`config.mk`:
```
export PLATFORM = sky130hd
export DESIGN_NAME = jt12_eg_sched_flat
export DESIGN_NICKNAME = d
export VERILOG_FILES = /design/src/rtl/jt12_eg_pkg.sv /design/src/rtl/jt12_eg_sched_if.sv /design/src/rtl/jt12_slot_cnt.sv /design/src/rtl/jt12_eg_sched.sv /design/src/flat_wrapper.sv
export SDC_FILE = /design/constraint.sdc
export NUM_CORES = 1
export LEC_CHECK = 0
export BUFFER_PORTS_ARGS = -buffer_cell sky130_fd_sc_hd__buf_4
export CORE_MARGIN = 3
export CORE_UTILIZATION = 25
export CTS_CLUSTER_DIAMETER = 200
export DETAILED_ROUTE_END_ITERATION = 8
export GPL_ROUTABILITY_DRIVEN = 0
export MAX_ROUTING_LAYER = met4
export PLACE_DENSITY_LB_ADDON = 0.3
export SLEW_MARGIN = 20
export SYNTH_ARGS = -nofsm -noshare
export SYNTH_HDL_FRONTEND = slang
export SYNTH_SLANG_ARGS = --single-unit
```
`constraint.sdc`:
```
create_clock -name clk -period 3.97 [get_ports clk]
set_input_delay 0.1985 -clock clk [delete_from_list [all_inputs] [get_ports clk]]
set_output_delay 0.1985 -clock clk [all_outputs]
set_load 0.03 [all_outputs]
```
`src/rtl/jt12_eg_pkg.sv`:
```
// jt12_eg_pkg: shared EG constants, channel-code decode and slot-index helpers
package jt12_eg_pkg;
  localparam int SLOTS = 24;
  localparam int CHANNELS = 6;
  // operator S1,S2,S3,S4 -> slot group (groups run S1,S3,S2,S4)
  localparam logic [1:0] OP_GRP [4] = '{2'd0, 2'd2, 2'd1, 2'd3};
  typedef enum logic [2:0] {ATTACK, DECAY1, DECAY2, HOLD, RELEASE} eg_state_t;
  typedef struct packed {
    logic valid;
    logic [2:0] ch;
  } ch_dec_t;
  function automatic ch_dec_t ch_decode(logic [2:0] code);
    ch_decode.valid = code[1:0] != 2'd3;
    ch_decode.ch = code[2] ? {1'b0, code[1:0]} + 3'd3 : {1'b0, code[1:0]};
  endfunction
  function automatic logic [4:0] kon_idx(logic [1:0] grp, logic [2:0] ch);
    return {3'b0, grp} * 5'd6 + {2'b0, ch};
  endfunction
endpackage

```
`src/rtl/jt12_eg_sched_if.sv`:
```
// jt12_eg_sched_if: CPU key-on write port and EG slot/keyon outputs (CSM inputs under JT12_EG_SCHED_CSM_EN)
interface jt12_eg_sched_if;
  logic wr_kon;
  logic [2:0] kon_ch;
  logic [3:0] kon_op;
  logic kon_busy;
  logic kon_ovf;
  logic [4:0] slot;
  logic zero;
  logic keyon_II;
  logic [4:0] slot_II;
`ifdef JT12_EG_SCHED_CSM_EN
  logic csm_en;
  logic timer_a_ovf;
  modport master(output wr_kon, kon_ch, kon_op, csm_en, timer_a_ovf,
                 input kon_busy, kon_ovf, slot, zero, keyon_II, slot_II);
  modport slave(input wr_kon, kon_ch, kon_op, csm_en, timer_a_ovf,
                output kon_busy, kon_ovf, slot, zero, keyon_II, slot_II);
`else
  modport master(output wr_kon, kon_ch, kon_op,
                 input kon_busy, kon_ovf, slot, zero, keyon_II, slot_II);
  modport slave(input wr_kon, kon_ch, kon_op,
                output kon_busy, kon_ovf, slot, zero, keyon_II, slot_II);
`endif
endinterface

```
`src/rtl/jt12_slot_cnt.sv`:
```
// jt12_slot_cnt: slot counter with ch/grp sub-counters and once-per-frame zero
module jt12_slot_cnt
  import jt12_eg_pkg::*;
(
  input  logic       clk,
  input  logic       rst,
  output logic [4:0] slot,
  output logic [2:0] ch,
  output logic [1:0] grp,
  output logic       zero
);
  assign zero = slot == 5'(SLOTS - 1);
  always_ff @(posedge clk) begin
    if (rst) begin
      slot <= '0;
      ch <= '0;
      grp <= '0;
    end else begin
      slot <= zero ? 5'd0 : slot + 5'd1;
      ch <= ch == 3'(CHANNELS - 1) ? 3'd0 : ch + 3'd1;
      grp <= ch == 3'(CHANNELS - 1) ? grp + 2'd1 : grp;
    end
  end
endmodule

```
`src/rtl/jt12_eg_sched.sv`:
```
// jt12_eg_sched: slot sequencer and frame-aligned key-on scheduler; CSM key-on under JT12_EG_SCHED_CSM_EN
module jt12_eg_sched
  import jt12_eg_pkg::*;
(
  input logic clk,
  input logic rst,
  jt12_eg_sched_if.slave bus
);
  logic [4:0] slot;
  logic [2:0] ch;
  logic [1:0] grp;
  logic zero, busy, acc, csm_key;
  logic [23:0] kon_reg;
  logic [2:0] pend_ch;
  logic [3:0] pend_op;
  ch_dec_t dec;
  jt12_slot_cnt u_cnt (.clk(clk), .rst(rst), .slot(slot), .ch(ch), .grp(grp), .zero(zero));
  assign dec = ch_decode(bus.kon_ch);
  assign acc = bus.wr_kon & ~busy & dec.valid;
  assign bus.kon_busy = busy;
  assign bus.slot = slot;
  assign bus.zero = zero;
`ifdef JT12_EG_SCHED_CSM_EN
  logic arm, act, trig;
  assign trig = bus.timer_a_ovf & bus.csm_en;
  assign csm_key = act & (ch == 3'd2);
  // act covers exactly the frame after the boundary that saw arm
  always_ff @(posedge clk) begin
    if (rst) begin
      arm <= 1'b0;
      act <= 1'b0;
    end else begin
      arm <= zero ? trig : arm | trig;
      act <= zero ? arm : act;
    end
  end
`else
  assign csm_key = 1'b0;
`endif
  always_ff @(posedge clk) begin
    if (rst) begin
      kon_reg <= '0;
      busy <= 1'b0;
      pend_ch <= '0;
      pend_op <= '0;
      bus.kon_ovf <= 1'b0;
      bus.keyon_II <= 1'b0;
      bus.slot_II <= '0;
    end else begin
      bus.keyon_II <= kon_reg[kon_idx(grp, ch)] | csm_key;
      bus.slot_II <= slot;
      bus.kon_ovf <= bus.wr_kon & busy;
      if (zero && busy)
        for (int i = 0; i < 4; i++) kon_reg[kon_idx(OP_GRP[i], pend_ch)] <= pend_op[i];
      busy <= acc | (busy & ~zero);
      if (acc) begin
        pend_ch <= dec.ch;
        pend_op <= bus.kon_op;
      end
    end
  end
endmodule
```
`src/flat_wrapper.sv`:
```
// flat-port wrapper written by rule: the top's interface ports become plain ports
module jt12_eg_sched_flat import jt12_eg_pkg::*;
  (clk, rst, bus_wr_kon, bus_kon_ch, bus_kon_op, bus_kon_busy, bus_kon_ovf, bus_slot, bus_zero, bus_keyon_II, bus_slot_II);
  jt12_eg_sched_if bus_i ();
  input logic clk;
  input logic rst;
  input wire logic [$bits(bus_i.wr_kon)-1:0] bus_wr_kon;
  input wire logic [$bits(bus_i.kon_ch)-1:0] bus_kon_ch;
  input wire logic [$bits(bus_i.kon_op)-1:0] bus_kon_op;
  output wire logic [$bits(bus_i.kon_busy)-1:0] bus_kon_busy;
  output wire logic [$bits(bus_i.kon_ovf)-1:0] bus_kon_ovf;
  output wire logic [$bits(bus_i.slot)-1:0] bus_slot;
  output wire logic [$bits(bus_i.zero)-1:0] bus_zero;
  output wire logic [$bits(bus_i.keyon_II)-1:0] bus_keyon_II;
  output wire logic [$bits(bus_i.slot_II)-1:0] bus_slot_II;
  assign bus_i.wr_kon = bus_wr_kon;
  assign bus_i.kon_ch = bus_kon_ch;
  assign bus_i.kon_op = bus_kon_op;
  assign bus_kon_busy = bus_i.kon_busy;
  assign bus_kon_ovf = bus_i.kon_ovf;
  assign bus_slot = bus_i.slot;
  assign bus_zero = bus_i.zero;
  assign bus_keyon_II = bus_i.keyon_II;
  assign bus_slot_II = bus_i.slot_II;
  jt12_eg_sched u_core (.clk(clk), .rst(rst), .bus(bus_i));
endmodule
```
Yosys cells after proc, flatten, opt, wreduce, memory -nomap -nowiden
Cells that the tools add are included.

Flip-flop bits (word level): 49. Input bits: 10. Output and inout bits: 14. Logic and storage cells: 60.

$add $sub $neg: 8. Multiply operators: 1. $lt $le $gt $ge: 9. Eq/ne operators: 3. Mux-type cells: 15. Bitwise logic cells: 7. Reduce and logical (&&, ||, !) cells: 7.

Operators with widths (number): $bwmux W24 (4); $lt A5 B6 Y1 const B (4); $demux W1 S5 (3); $ge A5 B1 Y1 const B (3); $lt A3 B6 Y1 const B (1); $add A4 B3 Y5 const A (1); $add A5 B1 Y5 const B (1); $add A5 B3 Y5 (1); $add A5 B3 Y5 const A (1); $bmux W1 S5 (1); $eq A5 B5 Y1 const B (1); $logic_and A1 B1 Y1 (5); $mux W1 (5); $add A3 B3 Y4 const A (1); $and A1 B1 Y1 (4); $mul A2 B2 Y4 const B (1); $reduce_or A2 Y1 (2); $add A2 B2 Y3 const B (1); $add A3 B1 Y3 const B (1); $demux W1 S3 (1); $eq A3 B3 Y1 const B (1); $ge A3 B1 Y1 const B (1); $mux W3 (1); $add A2 B1 Y2 const B (1); other kinds (3) (4).

Depth between registers and ports, before layout
Depth in word-level cells: 8. Gate-level depth with buffers: 9.

Hierarchy
Synthesis repeated with hierarchy kept, for this count alone.

Cell total of the unflattened synthesis: 281. Area total of the unflattened synthesis: 2585.0 sq um.

By module, submodules not included: jt12_eg_sched (times used 1, cells an instance 242, area each 2154.6 sq um, seq. area each 780.7 sq um); jt12_slot_cnt (times used 1, cells an instance 39, area each 430.4 sq um, seq. area each 200.2 sq um).

Worst setup path after synthesis
No wires, ideal clock.

Path kind: flip-flop to flip-flop. From: register u_core.u_cnt.grp[0]. To: register u_core.bus.keyon_II. Setup time: 0.122 ns. Arrival time: 2.343 ns. Required time: 3.848 ns. Path slack: 1.505 ns. Cell stages (with the launch flop): 10. Clock period less this slack: 2.465 ns. Cell sequence: dfxtp_1 -> inv_1 -> ha_1 -> inv_1 -> fa_1 -> clkbuf_1 -> mux4_2 -> mux2i_1 -> nor3b_1 -> a311o_1.

Cells in the longest elaborated chain, start to end: 4.

RTL lines: from (decl) (line jt12_slot_cnt.sv:9) `output logic [1:0] grp,`; from (signal assigned) (line jt12_slot_cnt.sv:21) `grp <= ch == 3'(CHANNELS - 1) ? grp + 2'd1 : grp;`; $mul A2 B2 Y4 (line jt12_eg_pkg.sv:17) `return {3'b0, grp} * 5'd6 + {2'b0, ch};`; $add A5 B3 Y5 (line jt12_eg_pkg.sv:17); $bmux W1 S5 (line jt12_eg_sched.sv:50) `bus.keyon_II <= kon_reg[kon_idx(grp, ch)] | csm_key;`; $mux W1 (not written as such) (line jt12_eg_sched.sv:50); to (signal assigned) (line jt12_eg_sched.sv:50); to (decl) (line jt12_eg_sched_if.sv:23) `output kon_busy, kon_ovf, slot, zero, keyon_II, slot_II);`.

No other way between the ends. The select of a mux whose other input is x is not followed. A chain may end at the register's enable or synchronous reset.

Worst setup path in the final report
Same ends and word-level chain as after synthesis.

==> summary.txt <==
Critical path
  – Crit path cell chain: inv_1 -> ha_1 -> inv_1 -> fa_1 -> mux4_2 -> mux2i_1 -> nor3b_1 -> a311o_1
  – Worst path required time: around 4200 ps
  – CP Launch Type: flip-flop
  – Worst EP arrival: between 2000 and 3000 ps
  – Worst-path maximum fanout: 10
  – Critical-path top delay cell: fa_1
  – CP endpoint kind: flip-flop
  – Top cell by count, worst path: inv_1
  – CP Buf/Inv Count: 2
  – CP delay by family, top: adder cells
  – CP Class: flip-flop to flip-flop
  – Worst stage delay on the critical path: 740 ps

Layout
  – # diodes: 0
  – Fillcell total: ~1000
  – Reg area: around 980 um^2
  – Non-filler instance count after layout: 415
  – Max reg flops: 24
  – Layout cells sized above 1: 14.34%
  – Multi-input combinational cell area: roughly 1400 um^2
  – Final nets: 309
  – Area delta synth->final: 14.22%
  – Layout Utilization: 30.24%

Timing
  – Worst slew pin tran: about 800 ps
  – Fin crit period: between 2000 and 3000 ps
  – Hold Slack: between 100 and 150 ps
  – Fmax: 388.4 MHz
  – Setup Skew: 10.95 ps
  – Setup TNS: 0 ps
  – Final Max Tran Viols: 0
  – Final critical-path share of the clock period: ~65%
  – Final hold vios: 0
  – Final setup viols: 0
  – Unrepaired setup endpoints after global routing: false
  – Slew HR: approximately 46%

Placement
  – Placed cell count: roughly 400
  – Hpwl dp: slightly below 4000 um
  – # port buffers: 23

Logic synthesis
  – Syn_nets: approximately 300
  – Yosys reg bits: 49
  – Yosys warning total: 0
  – Share of the yosys chip area belonging to registers: about two fifths
  – Fraction of registers with async set/reset: 0%
  – Cells after Synth: 271
  – Post-synth top cells: dfxtp_1 (49), nor2_1 (27), mux2i_1 (23), a21oi_1 (18), nand2_1 (16)
  – Main synth FF type: dfxtp_1
  – Top cell type's share of synthesized area: between 30 and 40%
  – Post-synth EDFFs: 0
  – Most frequent cell after synthesis: dfxtp_1
  – Post-Syn Area per Cell: 9.285 um^2
  – Cell accounting for the most synthesized area: dfxtp_1
  – Synth top area cells: dfxtp_1 (39%), mux2i_1 (9.1%), ha_1 (6.5%)
  – Synthesized area: 2516 um^2
  – Synth unique cells: 43

Floorplan
  – Row count: 35
  – Die Area: roughly 11000 um^2
  – Boundary pin count: 24
  – Initial Utilization: a little over a quarter
  – Die Height: about 110 um
  – Die X: 106.3 um
  – Core ar.: approximately 9500 um^2

Clock tree
  – H-tree depth reported by CTS: 2
  – Clk root buf: clkbuf_8
  – CTS clk-pin slew, worst paths: ~100 ps
  – Hold-fix buffers, CTS: 0
  – Resized cells post-CTS: 0
  – CTS tree: built
  – Inserted Clock Buffers: 5
  – Max clock buf depth: 2
  – Postcts setup bufs: 0
  – Num Clock Sinks: a little under 50
  – Clock Latency Late Sink: 310 ps

Drt
  – Total Wirelength: approximately 5500 um
  – Drc violations: 0
  – DR vias: a little under 2000
  – Via density: 4.701
  – WL/cell: around 13 um
  – Routed Antenna Nets: 0
  – Iter 0 DRT Violations: 60
  – DRT Pass-1 Iters: 4

Global routing
  – Gr ovfl total: 0
  – GRT Total Usage: between 10 and 15%
  – First-pass GRT wire length: roughly 9300 um
  – Initial antenna violation count: 0
  – Largest net degree at the start of global routing: 51
  – Number of global-route vias before repair: ~1800

Outcome
  – Status: finished clean

Pwr
  – Pwr per Cell Area: between 300 and 400 nW/um^2
  – Pleak: about 1.1 nW
  – Peak VDD IR: around 160 uV
  – Overall power: approximately 980 uW

Min path
  – Worst min path class: primary input to flip-flop

Flow run
  – Max-cap viol count: 0
[metrics by stage]
stage,setup WS [ps],instance area [um^2]
global route,1257,2874
finish,1395,2874
global placement,1488,2786
CTS,1389,2874
detailed placement,1421,2786
floorplan,1505,2516
[per-layer routing]
metal / vias up / track usage [%] / share of wire [%]
met3: 6 / 1.579 / 3.9
met1: 907 / 14.14 / 51
li1: 1001 / - / -
met5: - / - / 0
met2: 37 / 15.52 / 44
met4: 0 / 3.608 / 1.1
[cells in the final DEF (no fill, tap or decap), drive strengths merged, types with 2 or more instances in the layout]
master / instances
a2111oi: 4
a211oi: 15
a21o: 2
a21oi: 18
a311oi: 7
and3: 3
buf: 24
clkbuf: 6
clkinvlp: 2
dfxtp: 49
ha: 13
inv: 11
mux2i: 23
mux4: 3
nand2: 16
nand2b: 7
nand3: 5
nand3b: 2
nand4b: 2
nor2: 27
nor2b: 13
nor3: 4
nor3b: 3
o21ai: 8
xnor2: 4
[power by group]
part	switching [mW]	total, mW	internal [mW]
clock	0.171	0.296	0.124
sequential	0.0270	0.532	0.505
combinational	0.0864	0.147	0.0607
[logic make-up (layout without fill, tap and decap cells)]
group	Yosys count	in the layout	share of synthesized area [%]
flops	49	49	38.99
xor+xnor	5	5	1.740
simple gates	88	88	19.15
mux	27	27	12.28
compound gates	60	60	16.11
fa+ha+maj	14	14	7.260
buf+inv	28	43	4.475
[final cells by class]
class | count | share of cell area (%)
clock buffers | 6 | 2.525
inverters | 11 | 1.437
repair buffers | 24 | 6.269
well taps | 129 | 5.616
multi-input cells | 194 | 49.50
clock inverters | 2 | 0.5224
flip-flops and latches | 49 | 34.13
[worst paths after layout]
path / start / to / slack, ps / cells after the start
setup / recovery: u_core.u_cnt.grp[0] / u_core.bus.keyon_II / 1400 / 8
hold / removal: bus_wr_kon / u_core.bus.kon_ovf / 120 / 3
setup reg to reg: u_core.u_cnt.grp[0] / u_core.bus.keyon_II / 1400 / 8
hold reg to reg: u_core.kon_reg[8] / u_core.kon_reg[8] / 500 / 2
[tightest hold or removal path, stage by stage]
cell and delay (ps):
buf_4 80, nand2_1 40, nor2_1 60
(Power assumes the default switching activity.)
